$ cat src/rtl/ex_muldiv.sv
// RV32M multiply/divide unit for the execute stage: two-cycle multiply,
// XLEN-cycle restoring divide, single-cycle fast paths for divide-by-zero and signed overflow.
module ex_muldiv #(
  parameter int XLEN = 32
) (
  input  logic            clk,
  input  logic            reset,
  input  logic            start,
  input  logic [2:0]      funct3,
  input  logic [XLEN-1:0] SrcA,
  input  logic [XLEN-1:0] SrcB,
  input  logic            flush,
  output logic            busy,
  output logic            done,
  output logic [XLEN-1:0] result
);

  localparam int CW = (XLEN > 1) ? $clog2(XLEN) : 1;
  localparam logic [XLEN-1:0] MIN_INT = {1'b1, {(XLEN-1){1'b0}}};

  typedef enum logic [1:0] {IDLE, MUL, DIV, DONE} state_t;

  state_t            r_state, w_next;
  logic [CW-1:0]     r_count;
  logic [1:0]        r_op;
  logic [XLEN:0]     r_mulA, r_mulB;
  logic [2*XLEN-1:0] r_product;
  logic [XLEN-1:0]   r_quot, r_rem, r_div, r_result;
  logic              r_negQ, r_negR;

  logic              w_accept, w_isDiv, w_signedDiv, w_divZero, w_overflow, w_fast, w_lastIter;
  logic [XLEN-1:0]   w_absA, w_absB;
  logic [2*XLEN-1:0] w_prod;
  logic [XLEN:0]     w_remShift, w_diff;
  logic [XLEN-1:0]   w_quotNext, w_remNext, w_quotFix, w_remFix;

  assign w_accept    = start && !flush && (r_state == IDLE || r_state == DONE);
  assign w_isDiv     = funct3[2];
  assign w_signedDiv = !funct3[0];
  assign w_divZero   = (SrcB == '0);
  assign w_overflow  = w_signedDiv && (SrcA == MIN_INT) && (SrcB == '1);
  assign w_fast      = w_divZero || w_overflow;
  assign w_lastIter  = (r_count == CW'(XLEN-1));

  assign w_absA = (w_signedDiv && SrcA[XLEN-1]) ? -SrcA : SrcA;
  assign w_absB = (w_signedDiv && SrcB[XLEN-1]) ? -SrcB : SrcB;

  // Operands are XLEN+1 bits with the sign already chosen per op, so the low 2*XLEN bits are exact.
  assign w_prod = {{(XLEN-1){r_mulA[XLEN]}}, r_mulA} * {{(XLEN-1){r_mulB[XLEN]}}, r_mulB};

  always_comb begin
    w_remShift = {r_rem, r_quot[XLEN-1]};
    w_diff     = w_remShift - {1'b0, r_div};
    w_remNext  = w_remShift[XLEN-1:0];
    w_quotNext = {r_quot[XLEN-2:0], 1'b0};
    if (!w_diff[XLEN]) begin
      w_remNext  = w_diff[XLEN-1:0];
      w_quotNext = {r_quot[XLEN-2:0], 1'b1};
    end
    w_quotFix = r_negQ ? -w_quotNext : w_quotNext;
    w_remFix  = r_negR ? -w_remNext : w_remNext;
  end

  always_ff @(posedge clk or posedge reset) begin
    if (reset) r_state <= IDLE;
    else       r_state <= w_next;
  end

  always_comb begin
    w_next = r_state;
    if (flush) begin
      w_next = IDLE;
    end else begin
      unique case (r_state)
        IDLE, DONE: begin
          w_next = IDLE;
          if (start) begin
            if (!w_isDiv)    w_next = MUL;
            else if (w_fast) w_next = DONE;
            else             w_next = DIV;
          end
        end
        MUL:     w_next = DONE;
        DIV:     if (w_lastIter) w_next = DONE;
        default: w_next = IDLE;
      endcase
    end
  end

  assign busy   = (r_state == MUL) || (r_state == DIV);
  assign done   = (r_state == DONE);
  assign result = r_result;

  always_ff @(posedge clk or posedge reset) begin
    if (reset) begin
      r_count   <= '0;
      r_op      <= '0;
      r_mulA    <= '0;
      r_mulB    <= '0;
      r_product <= '0;
      r_quot    <= '0;
      r_rem     <= '0;
      r_div     <= '0;
      r_negQ    <= 1'b0;
      r_negR    <= 1'b0;
      r_result  <= '0;
    end else if (flush) begin
      r_count <= '0;
    end else if (w_accept) begin
      r_op    <= funct3[1:0];
      r_count <= '0;
      if (!w_isDiv) begin
        r_mulA <= {(funct3[1:0] != 2'b11) && SrcA[XLEN-1], SrcA};
        r_mulB <= {(funct3[1:0] == 2'b01) && SrcB[XLEN-1], SrcB};
      end else if (w_fast) begin
        if (w_divZero) r_result <= funct3[1] ? SrcA : '1;
        else           r_result <= funct3[1] ? '0 : MIN_INT;
      end else begin
        r_quot <= w_absA;
        r_div  <= w_absB;
        r_rem  <= '0;
        r_negQ <= w_signedDiv && (SrcA[XLEN-1] ^ SrcB[XLEN-1]);
        r_negR <= w_signedDiv && SrcA[XLEN-1];
      end
    end else begin
      unique case (r_state)
        MUL: begin
          r_product <= w_prod;
          r_result  <= (r_op == 2'b00) ? w_prod[XLEN-1:0] : w_prod[2*XLEN-1:XLEN];
        end
        DIV: begin
          r_quot <= w_quotNext;
          r_rem  <= w_remNext;
          if (w_lastIter) begin
            r_count  <= '0;
            r_result <= r_op[1] ? w_remFix : w_quotFix;
          end else begin
            r_count <= r_count + CW'(1);
          end
        end
        default: ;
      endcase
    end
  end

endmodule

$ cat config.mk
export PLATFORM = sky130hd
export DESIGN_NAME = ex_muldiv
export DESIGN_NICKNAME = d
export VERILOG_FILES = /design/src/rtl/ex_muldiv.sv
export SDC_FILE = /design/constraint.sdc
export NUM_CORES = 2
export LEC_CHECK = 0
export ABC_AREA = 1
export CAP_MARGIN = 10
export CELL_PAD_IN_SITES_DETAIL_PLACEMENT = 0
export CELL_PAD_IN_SITES_GLOBAL_PLACEMENT = 2
export CORE_UTILIZATION = 39
export DETAILED_ROUTE_END_ITERATION = 6
export PLACE_DENSITY = 0.79
export SYNTH_ARGS = -nofsm -noshare
export SYNTH_HDL_FRONTEND = slang
export SYNTH_SLANG_ARGS = --single-unit
$ cat constraint.sdc
create_clock -name clk -period 8.63 [get_ports clk]
set_clock_uncertainty 0.15 [all_clocks]
set_input_delay 0.863 -clock clk [delete_from_list [all_inputs] [get_ports clk]]
set_output_delay 0.863 -clock clk [all_outputs]
set_load 0.1 [all_outputs]
==> metrics.md <==
| Metric | Value |
|---|---|
| Result of the run | completed |
| Crit path kind | reg2reg |
| Syn Area/Cell | 7.46 µm² |
| Rows | 138 |
| Max-Slew Margin vs Limit | 25.2% |
| Kind of start point of the critical path | flop |
| Master of the slowest instance on the critical path | fa_1 |
| Routed length per instance | 21.2 µm |
| Number of global-route vias before repair | 49469 |
| Total clock sinks | 205 |
| Min-Delay Path Depth | 2 |
| Arrival time of the worst setup path | 8.63 ns |
| Most common cell type on the critical path | fa_1 |
| Cell at the root of the clock tree | clkbuf_16 |
| Worst-case reg-to-reg path depth | 30 |
| Largest net degree at the start of global routing | 134 |
| Number of primary I/O pins | 105 |
| Routability-driven placement congestion ratio | 0.933 |
| Fraction of final layout cells with drive strength greater than 1 | 5.83% |
| Final design utilization | 43.3% |
| Number of enable-type register cells in the synthesized netlist | 0 |
| Wire length of the first global-routing pass | 307000 µm |
| Die extent in x | 380 µm |
| Number of remaining DRC errors | 0 |
| Post-Syn Nets | 8900 |
| Delay of the slowest critical-path stage | 0.61 ns |
| Ys async rst share | 100% |
| TritonCTS Buffers | 28 |
| Average vias per placed instance | 4.99 |
| Number of setup violations in the final report | 0 |
| Instance count of the mapped netlist | 7449 |
| Primary FF master, synth | dfrtp_1 |
| Summed instance area of the synthesized netlist | 55600 µm² |
| Number of H-tree branching levels | 1 |
| Clock insertion delay at the later pin of the skew report | 0.61 ns |
| DR pass1 iterations | 6 |
| CTS tree | yes |
| Req. time, crit path | 8.98 ns |
| Highest-count cells in the layout ignoring fill and taps | inv_1 (2060), nand2_1 (1857), fa_1 (1125), o21ai_0 (306), nor2_1 (292) |
| Effective utilization at floorplan | 39.3% |
| Routed Wire Length | 199000 µm |
| Total negative slack | 0 ns |
| Worst min-delay path class | reg2reg |
| Overflow left after global routing | 0 |
| Total non-filler cell area in the finished layout | 61200 µm² |
| Instance area at placement | 60200 µm² |
| Core region area | 141000 µm² |
| Die area | 144000 µm² |
| Most common cell after layout, fill and taps aside | inv_1 |
| Unrepaired setup endpoints after global routing | no |
| Die span in y | 380 µm |
| Number of max-cap violations | 0 |
| Period utilization | 95.9% |
| Total count of max-transition violations in the final report | 0 |
| Maximum fanout encountered on the critical timing path | 12 |
| Number of port buffers | 104 |
| Global routing usage summed across all routing layers | 28.1% |
| HPWL after detailed placement | 166000 µm |
| Type of destination of the critical path | flop |
| Final cell count without fillers | 9391 |
| Maximum clock path buffer count | 3 |
| Final critical-path required period | 8.27 ns |
| Placed Cells incl. Taps | 9341 |
| Library cells used by synthesis | 62 |
| Maximum frequency from static timing analysis | 121 MHz |
| Via count | 46888 |
| Sequential element share of the synthesized area | 9.23% |
| Synth Warn # | 0 |
| Hold violation count in the final report | 0 |
| Synthesis-stage register bit count | 205 |
| Number of antenna-violating nets in the routed design | 0 |
| First DRT Iteration DRCs | 3494 |
| Clock slew at reported path FFs | 0.06 ns |
| Number of antenna violations at the first check in global routing | 6 |
| Final Net Count | 8932 |
| Transition at the pin with the smallest max-transition slack | 1.12 ns |
| Growth of design area from synthesis to finish | 10.2% |
| Hold-fix buffer count after cts | 0 |
-- synth_stat cells (12+ instances only) --
master	instances	share of area [%]
inv_1	2065	14
nand2_1	1858	13
fa_1	1126	41
clkbuf_1	341	2.3
o21ai_0	308	2.8
nor2_1	298	2.0
a21oi_1	257	2.3
ha_1	254	5.7
nand3_1	235	2.1
dfrtp_1	205	9.2
xor2_1	56	0.88
o22ai_1	47	0.53
nor3_1	42	0.38
nand2_2	38	0.43
nand4_1	38	0.43
a31oi_1	35	0.39
o211ai_1	22	0.30
xnor2_1	22	0.35
o21bai_1	15	0.20
nor2_2	14	0.16
o21ai_1	12	0.11
-- state kept, by name (all words and copies together) (netlist names) --
name / cells
r_quot: 32
result: 32
r_mulB: 33
r_state: 2
r_count: 5
r_mulA: 33
r_negQ: 1
r_negR: 1
r_op: 2
r_div: 32
r_rem: 32
-- worst max-delay path: cells and delay by family, from the launching register on --
| family | cells | cell delay (ns) |
|---|---|---|
| adders and majority gates | 9 | 4.36 |
| buffers and inverters | 9 | 1.42 |
| AOI/OAI and AO/OA | 6 | 1.10 |
| and+or+nand+nor | 6 | 0.58 |
| DFF | 1 | 0.55 |
-- routing by layer --
layer / share of wire, % / track usage [%] / up-vias / wire length [µm]
met2: 48 / 47.4 / 1260 / 95000
met4: 2.0 / 5.22 / 0 / 4000
met1: 46 / 39.9 / 23768 / 90800
li1: - / - / 21668 / -
met3: 4.7 / 1.83 / 192 / 9300
met5: 0 / 0 / - / 0
-- what timing repair did --
| item | in CTS | in global routing |
|---|---|---|
| pin swaps | 0 | 1 |
| buffers inserted | 0 | 0 |
| gates resized for setup | 2 | 17 |
| endpoints found under the hold margin | 0 | 0 |
| endpoints found under the setup margin | 1 | 12 |
-- worst paths after layout --
check	from	endpoint	slack, ns
max in group asynchronous	reset	r_mulA[13]	6.44
worst max register to register	r_mulA[30]	result[26]	0.36
worst min register to register	r_div[4]	r_div[4]	0.34
min in group asynchronous	reset	r_mulB[13]	0.58
worst min-delay path	r_div[4]	r_div[4]	0.34
worst max-delay path	r_mulA[30]	result[26]	0.36
-- stage by stage --
stage / setup slack [ns] / hold WS, ns
2_1_floorplan: 0.903 / 0.303
3_3_place_gp: -0.0328 / 0.323
3_5_place_dp: 0.00203 / 0.326
4_1_cts: 0.0201 / 0.341
5_1_grt: 0.00396 / 0.379
6_report: 0.357 / 0.338
-- area by class of cell --
| type | instances | area (µm²) |
|---|---|---|
| well taps | 1890 | 2360 |
| inverters | 2080 | 7820 |
| fillers | 14593 | 80200 |
| repair buffers | 363 | 3690 |
| diodes | 2 | 5.00 |
| clock inverters | 15 | 214 |
| clock buffers | 33 | 761 |
| flip-flops and latches | 205 | 5140 |
| multi-input cells | 4803 | 41300 |
-- kinds of logic (layout without fill, tap and decap cells) --
group	Yosys count	after routing	share of synthesized area, %
compound gates	759	759	7.55
xor+xnor	78	78	1.23
fa+ha+maj	1380	1380	46.3
buf+inv	2441	2491	16.6
flops	205	205	9.23
other cells	0	2	0
simple gates	2586	2586	19.1
Power is not shown: default switching activity piles up to over one toggle a cycle in this logic, so the estimate is an artifact.
